===== config.mk =====
export PLATFORM = sky130hd
export DESIGN_NAME = fmrv32im_lsu_flat
export DESIGN_NICKNAME = d
export VERILOG_FILES = /design/src/rtl/fmrv32im_lsu_if.sv /design/src/rtl/fmrv32im_lsu.sv /design/src/flat_wrapper.sv
export SDC_FILE = /design/constraint.sdc
export NUM_CORES = 1
export LEC_CHECK = 0
export CORE_ASPECT_RATIO = 1.25
export CORE_MARGIN = 2
export CORE_UTILIZATION = 39
export CTS_CLUSTER_DIAMETER = 30
export DETAILED_ROUTE_END_ITERATION = 10
export PLACE_DENSITY_LB_ADDON = 0.12
export SYNTH_ARGS = -nofsm -noshare
export SYNTH_HDL_FRONTEND = slang
export SYNTH_SLANG_ARGS = --single-unit
export TNS_END_PERCENT = 30

===== constraint.sdc =====
create_clock -name CLK -period 3.49 [get_ports CLK]
set_input_delay 0.698 -clock CLK [delete_from_list [all_inputs] [get_ports CLK]]
set_output_delay 0.698 -clock CLK [all_outputs]
set_load 0.05 [all_outputs]

===== src/rtl/fmrv32im_lsu_if.sv =====
// Data-memory bus between the LSU (master) and the memory (slave).
// Single request/acknowledge handshake; the acknowledge completes in the same cycle.
interface fmrv32im_lsu_if;
    logic        D_MEM_REQ;
    logic [31:0] D_MEM_ADDR;
    logic [3:0]  D_MEM_WSTB;
    logic [31:0] D_MEM_WDATA;
    logic        D_MEM_ACK;
    logic [31:0] D_MEM_RDATA;

    modport master (
        output D_MEM_REQ, D_MEM_ADDR, D_MEM_WSTB, D_MEM_WDATA,
        input  D_MEM_ACK, D_MEM_RDATA
    );

    modport slave (
        input  D_MEM_REQ, D_MEM_ADDR, D_MEM_WSTB, D_MEM_WDATA,
        output D_MEM_ACK, D_MEM_RDATA
    );
endinterface


===== src/rtl/fmrv32im_lsu.sv =====
// Load/store unit: one bus transaction per memory op, misaligned accesses trap
// without touching the bus. Loads return aligned, sign/zero-extended data.
module fmrv32im_lsu (
    input  logic                 CLK,
    input  logic                 RST,
    input  logic                 INST_LB,
    input  logic                 INST_LH,
    input  logic                 INST_LW,
    input  logic                 INST_LBU,
    input  logic                 INST_LHU,
    input  logic                 INST_SB,
    input  logic                 INST_SH,
    input  logic                 INST_SW,
    input  logic [31:0]          ADDR,
    input  logic                 ADDR_VALID,
    input  logic [31:0]          RS2,
    output logic                 LSU_BUSY,
    output logic                 LSU_DONE,
    output logic                 LSU_RD_VALID,
    output logic [31:0]          LSU_RDATA,
    output logic                 EXC_MISALIGN,
    fmrv32im_lsu_if.master       dmem
);

    typedef enum logic [1:0] {IDLE, REQ, DONE, TRAP} state_t;
    typedef enum logic [1:0] {SZ_B, SZ_H, SZ_W} size_t;

    state_t      state, state_nxt;
    logic [29:0] addr_q;
    logic [3:0]  wstb_q, wstb_d;
    logic [31:0] wdata_q, wdata_d;
    logic        ld_q, uns_q;
    size_t       sz_q, sz_d;
    logic [1:0]  ofs_q;
    logic [31:0] rdata_q, ext;

    logic is_ld, is_half, is_word, is_mem, misalign, start, accept;

    assign is_ld    = INST_LB | INST_LH | INST_LW | INST_LBU | INST_LHU;
    assign is_half  = INST_LH | INST_LHU | INST_SH;
    assign is_word  = INST_LW | INST_SW;
    assign is_mem   = is_ld | INST_SB | INST_SH | INST_SW;
    assign misalign = (is_half & ADDR[0]) | (is_word & (ADDR[1:0] != 2'b00));
    assign start    = (state == IDLE) & ADDR_VALID & is_mem;
    assign accept   = start & ~misalign;

    always_comb begin
        wstb_d  = 4'b0000;
        wdata_d = 32'h0;
        sz_d    = SZ_W;
        if (INST_LB | INST_LBU)      sz_d = SZ_B;
        else if (INST_LH | INST_LHU) sz_d = SZ_H;
        if (INST_SB) begin
            sz_d    = SZ_B;
            wstb_d  = 4'b0001 << ADDR[1:0];
            wdata_d = {4{RS2[7:0]}};
        end else if (INST_SH) begin
            sz_d    = SZ_H;
            wstb_d  = ADDR[1] ? 4'b1100 : 4'b0011;
            wdata_d = {2{RS2[15:0]}};
        end else if (INST_SW) begin
            wstb_d  = 4'b1111;
            wdata_d = RS2;
        end
    end

    // Lane extraction works on the live bus data; it is only captured during the ACK cycle.
    logic [7:0]  lane_b;
    logic [15:0] lane_h;
    always_comb begin
        lane_b = dmem.D_MEM_RDATA[{ofs_q, 3'b000} +: 8];
        lane_h = ofs_q[1] ? dmem.D_MEM_RDATA[31:16] : dmem.D_MEM_RDATA[15:0];
        ext    = dmem.D_MEM_RDATA;
        case (sz_q)
            SZ_B:    ext = {{24{~uns_q & lane_b[7]}}, lane_b};
            SZ_H:    ext = {{16{~uns_q & lane_h[15]}}, lane_h};
            default: ext = dmem.D_MEM_RDATA;
        endcase
    end

    always_ff @(posedge CLK or posedge RST) begin
        if (RST) state <= IDLE;
        else     state <= state_nxt;
    end

    always_comb begin
        state_nxt = state;
        case (state)
            IDLE: if (start) state_nxt = misalign ? TRAP : REQ;
            REQ:  if (dmem.D_MEM_ACK) state_nxt = DONE;
            DONE: state_nxt = IDLE;
            TRAP: state_nxt = IDLE;
            default: state_nxt = IDLE;
        endcase
    end

    always_ff @(posedge CLK or posedge RST) begin
        if (RST) begin
            addr_q  <= 30'h0;
            wstb_q  <= 4'b0000;
            wdata_q <= 32'h0;
            ld_q    <= 1'b0;
            uns_q   <= 1'b0;
            sz_q    <= SZ_W;
            ofs_q   <= 2'b00;
            rdata_q <= 32'h0;
        end else begin
            if (accept) begin
                addr_q  <= ADDR[31:2];
                wstb_q  <= wstb_d;
                wdata_q <= wdata_d;
                ld_q    <= is_ld;
                uns_q   <= INST_LBU | INST_LHU;
                sz_q    <= sz_d;
                ofs_q   <= ADDR[1:0];
            end
            if (state == REQ && dmem.D_MEM_ACK && ld_q) rdata_q <= ext;
        end
    end

    always_comb begin
        LSU_BUSY         = (state != IDLE);
        LSU_DONE         = (state == DONE) | (state == TRAP);
        LSU_RD_VALID     = (state == DONE) & ld_q;
        EXC_MISALIGN     = (state == TRAP);
        LSU_RDATA        = rdata_q;
        dmem.D_MEM_REQ   = (state == REQ);
        dmem.D_MEM_ADDR  = {addr_q, 2'b00};
        dmem.D_MEM_WSTB  = wstb_q;
        dmem.D_MEM_WDATA = wdata_q;
    end

endmodule


===== src/flat_wrapper.sv =====
// flat-port wrapper written by rule: the top's interface ports become plain ports
module fmrv32im_lsu_flat 
  (CLK, RST, INST_LB, INST_LH, INST_LW, INST_LBU, INST_LHU, INST_SB, INST_SH, INST_SW, ADDR, ADDR_VALID, RS2, LSU_BUSY, LSU_DONE, LSU_RD_VALID, LSU_RDATA, EXC_MISALIGN, dmem_D_MEM_REQ, dmem_D_MEM_ADDR, dmem_D_MEM_WSTB, dmem_D_MEM_WDATA, dmem_D_MEM_ACK, dmem_D_MEM_RDATA);
  fmrv32im_lsu_if dmem_i ();
  input  logic CLK;
  input  logic RST;
  input  logic INST_LB;
  input  logic INST_LH;
  input  logic INST_LW;
  input  logic INST_LBU;
  input  logic INST_LHU;
  input  logic INST_SB;
  input  logic INST_SH;
  input  logic INST_SW;
  input  logic [31:0] ADDR;
  input  logic ADDR_VALID;
  input  logic [31:0] RS2;
  output logic LSU_BUSY;
  output logic LSU_DONE;
  output logic LSU_RD_VALID;
  output logic [31:0] LSU_RDATA;
  output logic EXC_MISALIGN;
  output wire logic [$bits(dmem_i.D_MEM_REQ)-1:0] dmem_D_MEM_REQ;
  output wire logic [$bits(dmem_i.D_MEM_ADDR)-1:0] dmem_D_MEM_ADDR;
  output wire logic [$bits(dmem_i.D_MEM_WSTB)-1:0] dmem_D_MEM_WSTB;
  output wire logic [$bits(dmem_i.D_MEM_WDATA)-1:0] dmem_D_MEM_WDATA;
  input wire logic [$bits(dmem_i.D_MEM_ACK)-1:0] dmem_D_MEM_ACK;
  input wire logic [$bits(dmem_i.D_MEM_RDATA)-1:0] dmem_D_MEM_RDATA;
  assign dmem_D_MEM_REQ = dmem_i.D_MEM_REQ;
  assign dmem_D_MEM_ADDR = dmem_i.D_MEM_ADDR;
  assign dmem_D_MEM_WSTB = dmem_i.D_MEM_WSTB;
  assign dmem_D_MEM_WDATA = dmem_i.D_MEM_WDATA;
  assign dmem_i.D_MEM_ACK = dmem_D_MEM_ACK;
  assign dmem_i.D_MEM_RDATA = dmem_D_MEM_RDATA;
  fmrv32im_lsu u_core (.CLK(CLK), .RST(RST), .INST_LB(INST_LB), .INST_LH(INST_LH), .INST_LW(INST_LW), .INST_LBU(INST_LBU), .INST_LHU(INST_LHU), .INST_SB(INST_SB), .INST_SH(INST_SH), .INST_SW(INST_SW), .ADDR(ADDR), .ADDR_VALID(ADDR_VALID), .RS2(RS2), .LSU_BUSY(LSU_BUSY), .LSU_DONE(LSU_DONE), .LSU_RD_VALID(LSU_RD_VALID), .LSU_RDATA(LSU_RDATA), .EXC_MISALIGN(EXC_MISALIGN), .dmem(dmem_i));
endmodule

Word-level counts from Yosys, hierarchy flattened

Index checks and enable logic that the tools add are counted.

Register bits after elaboration: 106
Latch bits: 0
RAM bits: 0
ROM bits: 0
Word-level logic and storage cells: 66
Memories: 0

Add/sub/neg operators: 0
Multiply operators: 0
Div/mod/pow operators: 0
Magnitude comparators: 0
Eq/ne operators: 6
Shift operators: 2
Multiplexer cells: 17
Bitwise operators: 24
Reductions and logical operators: 8

Operator list:

| cell                                                   | number |
|---|---|
| two-way mux 32 bit                                     | 3 |
| case mux 32 bit (2 select lines)                       | 1 |
| variable part select 32 x 6 -> 8 bit                   | 1 |
| two-way mux 16 bit                                     | 1 |
| two-way mux 4 bit                                      | 4 |
| two-way mux 2 bit                                      | 7 |
| bitwise OR 1 bit                                       | 14 |
| bitwise AND 1 bit                                      | 8 |
| case mux 2 bit (3 select lines)                        | 1 |
| equality test 2 x 1 -> 1 bit (second input constant)   | 2 |
| equality test 2 bit (second input constant)            | 2 |
| zero test 2 bit                                        | 2 |
| inequality test 2 x 1 -> 1 bit (second input constant) | 2 |
| nonzero test 2 bit                                     | 2 |
| left shift 1 x 2 -> 4 bit (first input constant)       | 1 |
| logical AND 1 bit                                      | 2 |
| inverter 1 bit                                         | 2 |
| AND reduction 2 bit                                    | 1 |
| OR reduction 2 bit                                     | 1 |

Depth between registers and ports, before layout

Depth after elaboration: 10
Mapped depth: 7
Gate-level depth less buffers: 4

Least setup slack after synthesis

No wires, ideal clock.

Path type: input to register
Start: input port INST_LHU
End: register u_core.addr_q[0]
Arrival time: 2,404 ps
Data required time: 3,362 ps
Path slack: 959 ps
Stages on the path: 5
Path through: or4_1 or4_4 nand3_4 buf_6 mux2_1

Cells in the longest elaborated chain, start to end: 6
Elaborated cells between the ends (all ways): 11
Those cells by class: bitwise: 11

Ends and longest elaborated chain:

| item                                                         | RTL line                               | source |
|---|---|---|
| start, declared                                              | flat_wrapper.sv:11                     | `input logic INST_LHU;` |
| bitwise OR 1 bit (on tied branches)                          | fmrv32im_lsu.sv:39, fmrv32im_lsu.sv:40 |  |
| bitwise OR 1 bit (on tied branches)                          | fmrv32im_lsu.sv:42, fmrv32im_lsu.sv:40 |  |
| bitwise OR 1 bit / bitwise AND 1 bit (equally long branches) | fmrv32im_lsu.sv:42, fmrv32im_lsu.sv:43 |  |
| bitwise OR 1 bit (on tied branches)                          | fmrv32im_lsu.sv:42, fmrv32im_lsu.sv:43 |  |
| bitwise AND 1 bit / inverter 1 bit (equally long branches)   | fmrv32im_lsu.sv:44, fmrv32im_lsu.sv:45 |  |
| bitwise AND 1 bit *                                          | fmrv32im_lsu.sv:45                     | `assign accept = start & ~misalign;` |
| end signal, assigned                                         | fmrv32im_lsu.sv:109                    | `addr_q <= ADDR[31:2];` |
| end, declared                                                | fmrv32im_lsu.sv:29                     | `logic [29:0] addr_q;` |

Mark *: on every way between the ends. The rest lies on a longest branch, timed or not.
A chain may end at the register's enable or synchronous reset.

Final worst setup path

Start: input port INST_LHU
End: register u_core.addr_q[12]

Same word-level chain as after synthesis.

==> results.yml <==
sta:
  worst_clock_skew_ps: 6.25
  hold_viol_final: 0
  setup_viol: 0
  final.setup.tns_ps: 0
  post-route-period-util_pct: 80.3
  rsz0062_at_grt: "false"
  slew_violations: 0
  finalCriticalPeriod_ps: 2800
  fmax_ghz: 0.357
  relSlewSlack_pct: 38.0
  worst_slew_pin_slew_ps: 929
layout:
  final_cells: 873
  drive_above_1_share_pct: 6.81
  area_growth_pct: 49.8
  fillCellCount: 1096
  n_antenna_cell: 0
  fin_nets: 808
clock_network:
  post_cts_buffers: 0
  cts_resized: 0
  cts_root_buf: "clkbuf_16"
  cts_tree: "yes"
  insertion_delay_ps: 350
  cts_buffers: 9
  cts-htree-levels: 3
  hold_buffers: 0
  cts.path.max_buffers: 2
  clk_pin_slew_ps: 70
  cts.sinks: 106
critical_path:
  ff2ff_path_depth: 4
  critPathSlowestCell: "or4_1"
  crit_start: "INST_LHU"
  rrSetupSlack_ps: 1260
  worstSetupStartpointType: "primary input"
  cp-endpoint: "u_core.addr_q[12]$_DFFE_PP0P_"
  worst_setup_path_end_kind: "flip-flop"
  required_ps: 3710
  worstReg2RegStart: "u_core.ofs_q[1]$_DFFE_PP0P_"
  cp_slowest_stage_delay_ps: 600
  crit_type: "in2reg"
  path_max_fanout: 42
  reg2reg_to: "u_core.LSU_RDATA[7]$_DFFE_PP0P_"
  cp_cell_sequence: "clkdlybuf4s50_1 > or4_1 > or4_4 > nand3_4 > buf_12 > mux2_1"
  critPathArrivalTime_ps: 3030
placement:
  dp_cells: 857
  gp_congestion: 0.912
  hpwl_um: 11500
  numPortBuffers: 210
synthesis:
  syn_avg_cell_area_um2: 10.2
  synth_area_leaders: "dfrtp_1, mux2_1, nand2_1"
  ys.flop_type: "dfrtp_1"
  synth-edff-count: 0
  synth_area_leader_cell: "dfrtp_1"
  synthCells: 501
  async_flop_share_pct: 100
  ys_ff_latch: 106
  synth_compound_gate_area_share_pct: 10.7
  syn_area_um2: 5120
  synth_cell_types: 41
  synthAdderAreaFrac_pct: 0
  yosys.area.top_type_share_pct: 51.4
  synth_top_family_by_area: "multiplexers"
  synth-xor-area-share_pct: 0
  synthSimpleGateAreaFrac_pct: 16.0
  ys_seq_area_share_pct: 51.9
  synth.area.mux_share_pct: 16.4
  yosysWarnings: 0
drt:
  routed_wl_um: 14900
  wl_per_cell_um: 17.1
  first_pass_iters: 4
  vias: 4511
  detail_route.vias_per_cell: 5.17
  drt_iter0_drc: 167
  drc: 0
  antenna_left: 0
power:
  p_int_mw: 3.89
  leakagePower_nw: 3.35
  pwr_density_cell_nw_per_um2: 997
  p_sw_share_pct: 49.1
  combinationalPowerShare_pct: 57.9
  vdd_drop_max_mv: 0.548
  switchingPower_mw: 3.76
  clockPowerShare_pct: 13.2
  seq_power_share_pct: 29.0
grt:
  grt_pass1_wl_um: 23600
  grt_pass1_vias: 4511
  grt_use_total_pct: 21.5
  antenna_found_initial: 0
  grt_overflow: 0
  grt_max_degree: 43
floorplan:
  initial_core_util_pct: 40.0
  num_rows: 46
  die_h_um: 132
  core_um2: 12800
  chipWidth_um: 106
  ios: 213
  die_area_um2: 14100
job:
  maxCapViolCount: 0
worst_hold_path:
  worstHoldStart: "u_core.addr_q[25]$_DFFE_PP0P_"
  hp-class: "reg2reg"
outcome:
  status: "completed"
## metrics by stage
step / cell area [um^2] / utilization [%] / total power, mW / hold WS [ps] / worst slack (ps)
after global placement: 7370 / 57.6 / 6.62 / 473 / 363
after CTS: 7660 / 60.0 / 7.71 / 497 / 698
after floorplan: 5120 / - / 5.09 / 506 / 4.76
after global routing: 7660 / 60.0 / 8.02 / 508 / 629
final: 7660 / 60.0 / 7.64 / 491 / 687
after detailed placement: 7370 / 57.6 / 6.69 / 480 / 321
## placed cells by master (no fill, tap or decap), types with 9 or more instances in the layout
cell	count
nor2b_1	12
buf_4	12
clkdlybuf4s50_1	210
nor3_1	14
inv_1	14
nor2_1	18
clkbuf_16	9
nand2_1	89
dfrtp_1	105
o21ai_0	24
nand3_1	33
mux2_1	67
a21oi_1	32
## worst max-delay path: cells and delay by family
family / cells / cell delay (ps)
AND/OR/NAND/NOR: 3 / 1250
buffers and inverters: 2 / 700
multiplexers: 1 / 360
## synthesized netlist by cell type, types with 2 or more instances
| master | instances |
|---|---|
| buf_6 | 7 |
| a22oi_1 | 8 |
| mux2_1 | 67 |
| nand2_1 | 89 |
| buf_4 | 2 |
| a21oi_1 | 32 |
| dfrtp_1 | 105 |
| or2_2 | 2 |
| a211oi_1 | 8 |
| nand3_1 | 33 |
| nand2b_1 | 3 |
| a31oi_1 | 2 |
| mux2_2 | 3 |
| mux2i_1 | 3 |
| nor2_1 | 18 |
| a31o_2 | 7 |
| nor3_1 | 14 |
| clkbuf_1 | 27 |
| o21ai_0 | 24 |
| nor2b_1 | 12 |
| inv_1 | 15 |
## worst min-delay path by stage
stage                                                    endpoint  slack (ps)  cells past startpoint
after floorplan                       u_core.state[0]$_DFFE_PP0P_         510                      1
after global placement    u_core.dmem.D_MEM_WDATA[30]$_DFFE_PP0P_         470                      1
after detailed placement            u_core.addr_q[25]$_DFFE_PP0P_         480                      1
after CTS                        u_core.LSU_RDATA[27]$_DFFE_PP0P_         500                      2
after global routing                u_core.addr_q[26]$_DFFE_PP0P_         510                      1
final                               u_core.addr_q[25]$_DFFE_PP0P_         490                      1
## cell families (layout without fill, tap and decap cells)
family | Yosys count | count (layout)
mux | 74 | 74
compound gates | 89 | 89
simple gates | 179 | 179
other cells | 1 | 2
buf+inv | 52 | 255
flops | 106 | 106
## per-layer routing
| metal | track usage, % | routed length (um) | vias to the layer above | part of all wire, % |
|---|---|---|---|---|
| met3 | 4.99 | 1030 | 18 | 6.9 |
| met4 | 7.65 | 283 | 0 | 1.9 |
| met5 | 0 | 0 | - | 0 |
| met1 | 26.1 | 5950 | 2179 | 40 |
| met2 | 37.1 | 7650 | 171 | 51 |
| li1 | - | - | 2143 | - |
## power by group through the flow
stage | Clock [mW] | Sequential, mW | Combinational [mW]
detailed placement | 0 | 2.24 | 4.45
CTS | 1.03 | 2.22 | 4.46
floorplan | 0 | 4.01 | 1.08
global placement | 0 | 2.22 | 4.40
finish | 1.01 | 2.21 | 4.42
global route | 1.09 | 2.31 | 4.62
## state kept, by name, indices dropped and copies added, names as in the netlist
name                     cells
u_core.uns_q                 1
u_core.ld_q                  1
u_core.addr_q               30
u_core.dmem.D_MEM_WSTB       4
u_core.LSU_RDATA            32
u_core.dmem.D_MEM_WDATA     32
u_core.state                 2
u_core.ofs_q                 2
u_core.sz_q                  2
## cell type report
cell class                      instances  area, um^2  area share, %
Clock buffer                           11         253           3.30
Clock inverter                          5        45.0          0.588
Inverter                               15        58.8          0.767
Multi-Input combinational cell        344        2210           28.8
Sequential cell                       106        2650           34.6
Tap cell                              168         210           2.74
Timing Repair Buffer                  224        2230           29.1
Note: power is estimated with default switching activity, not from simulation.
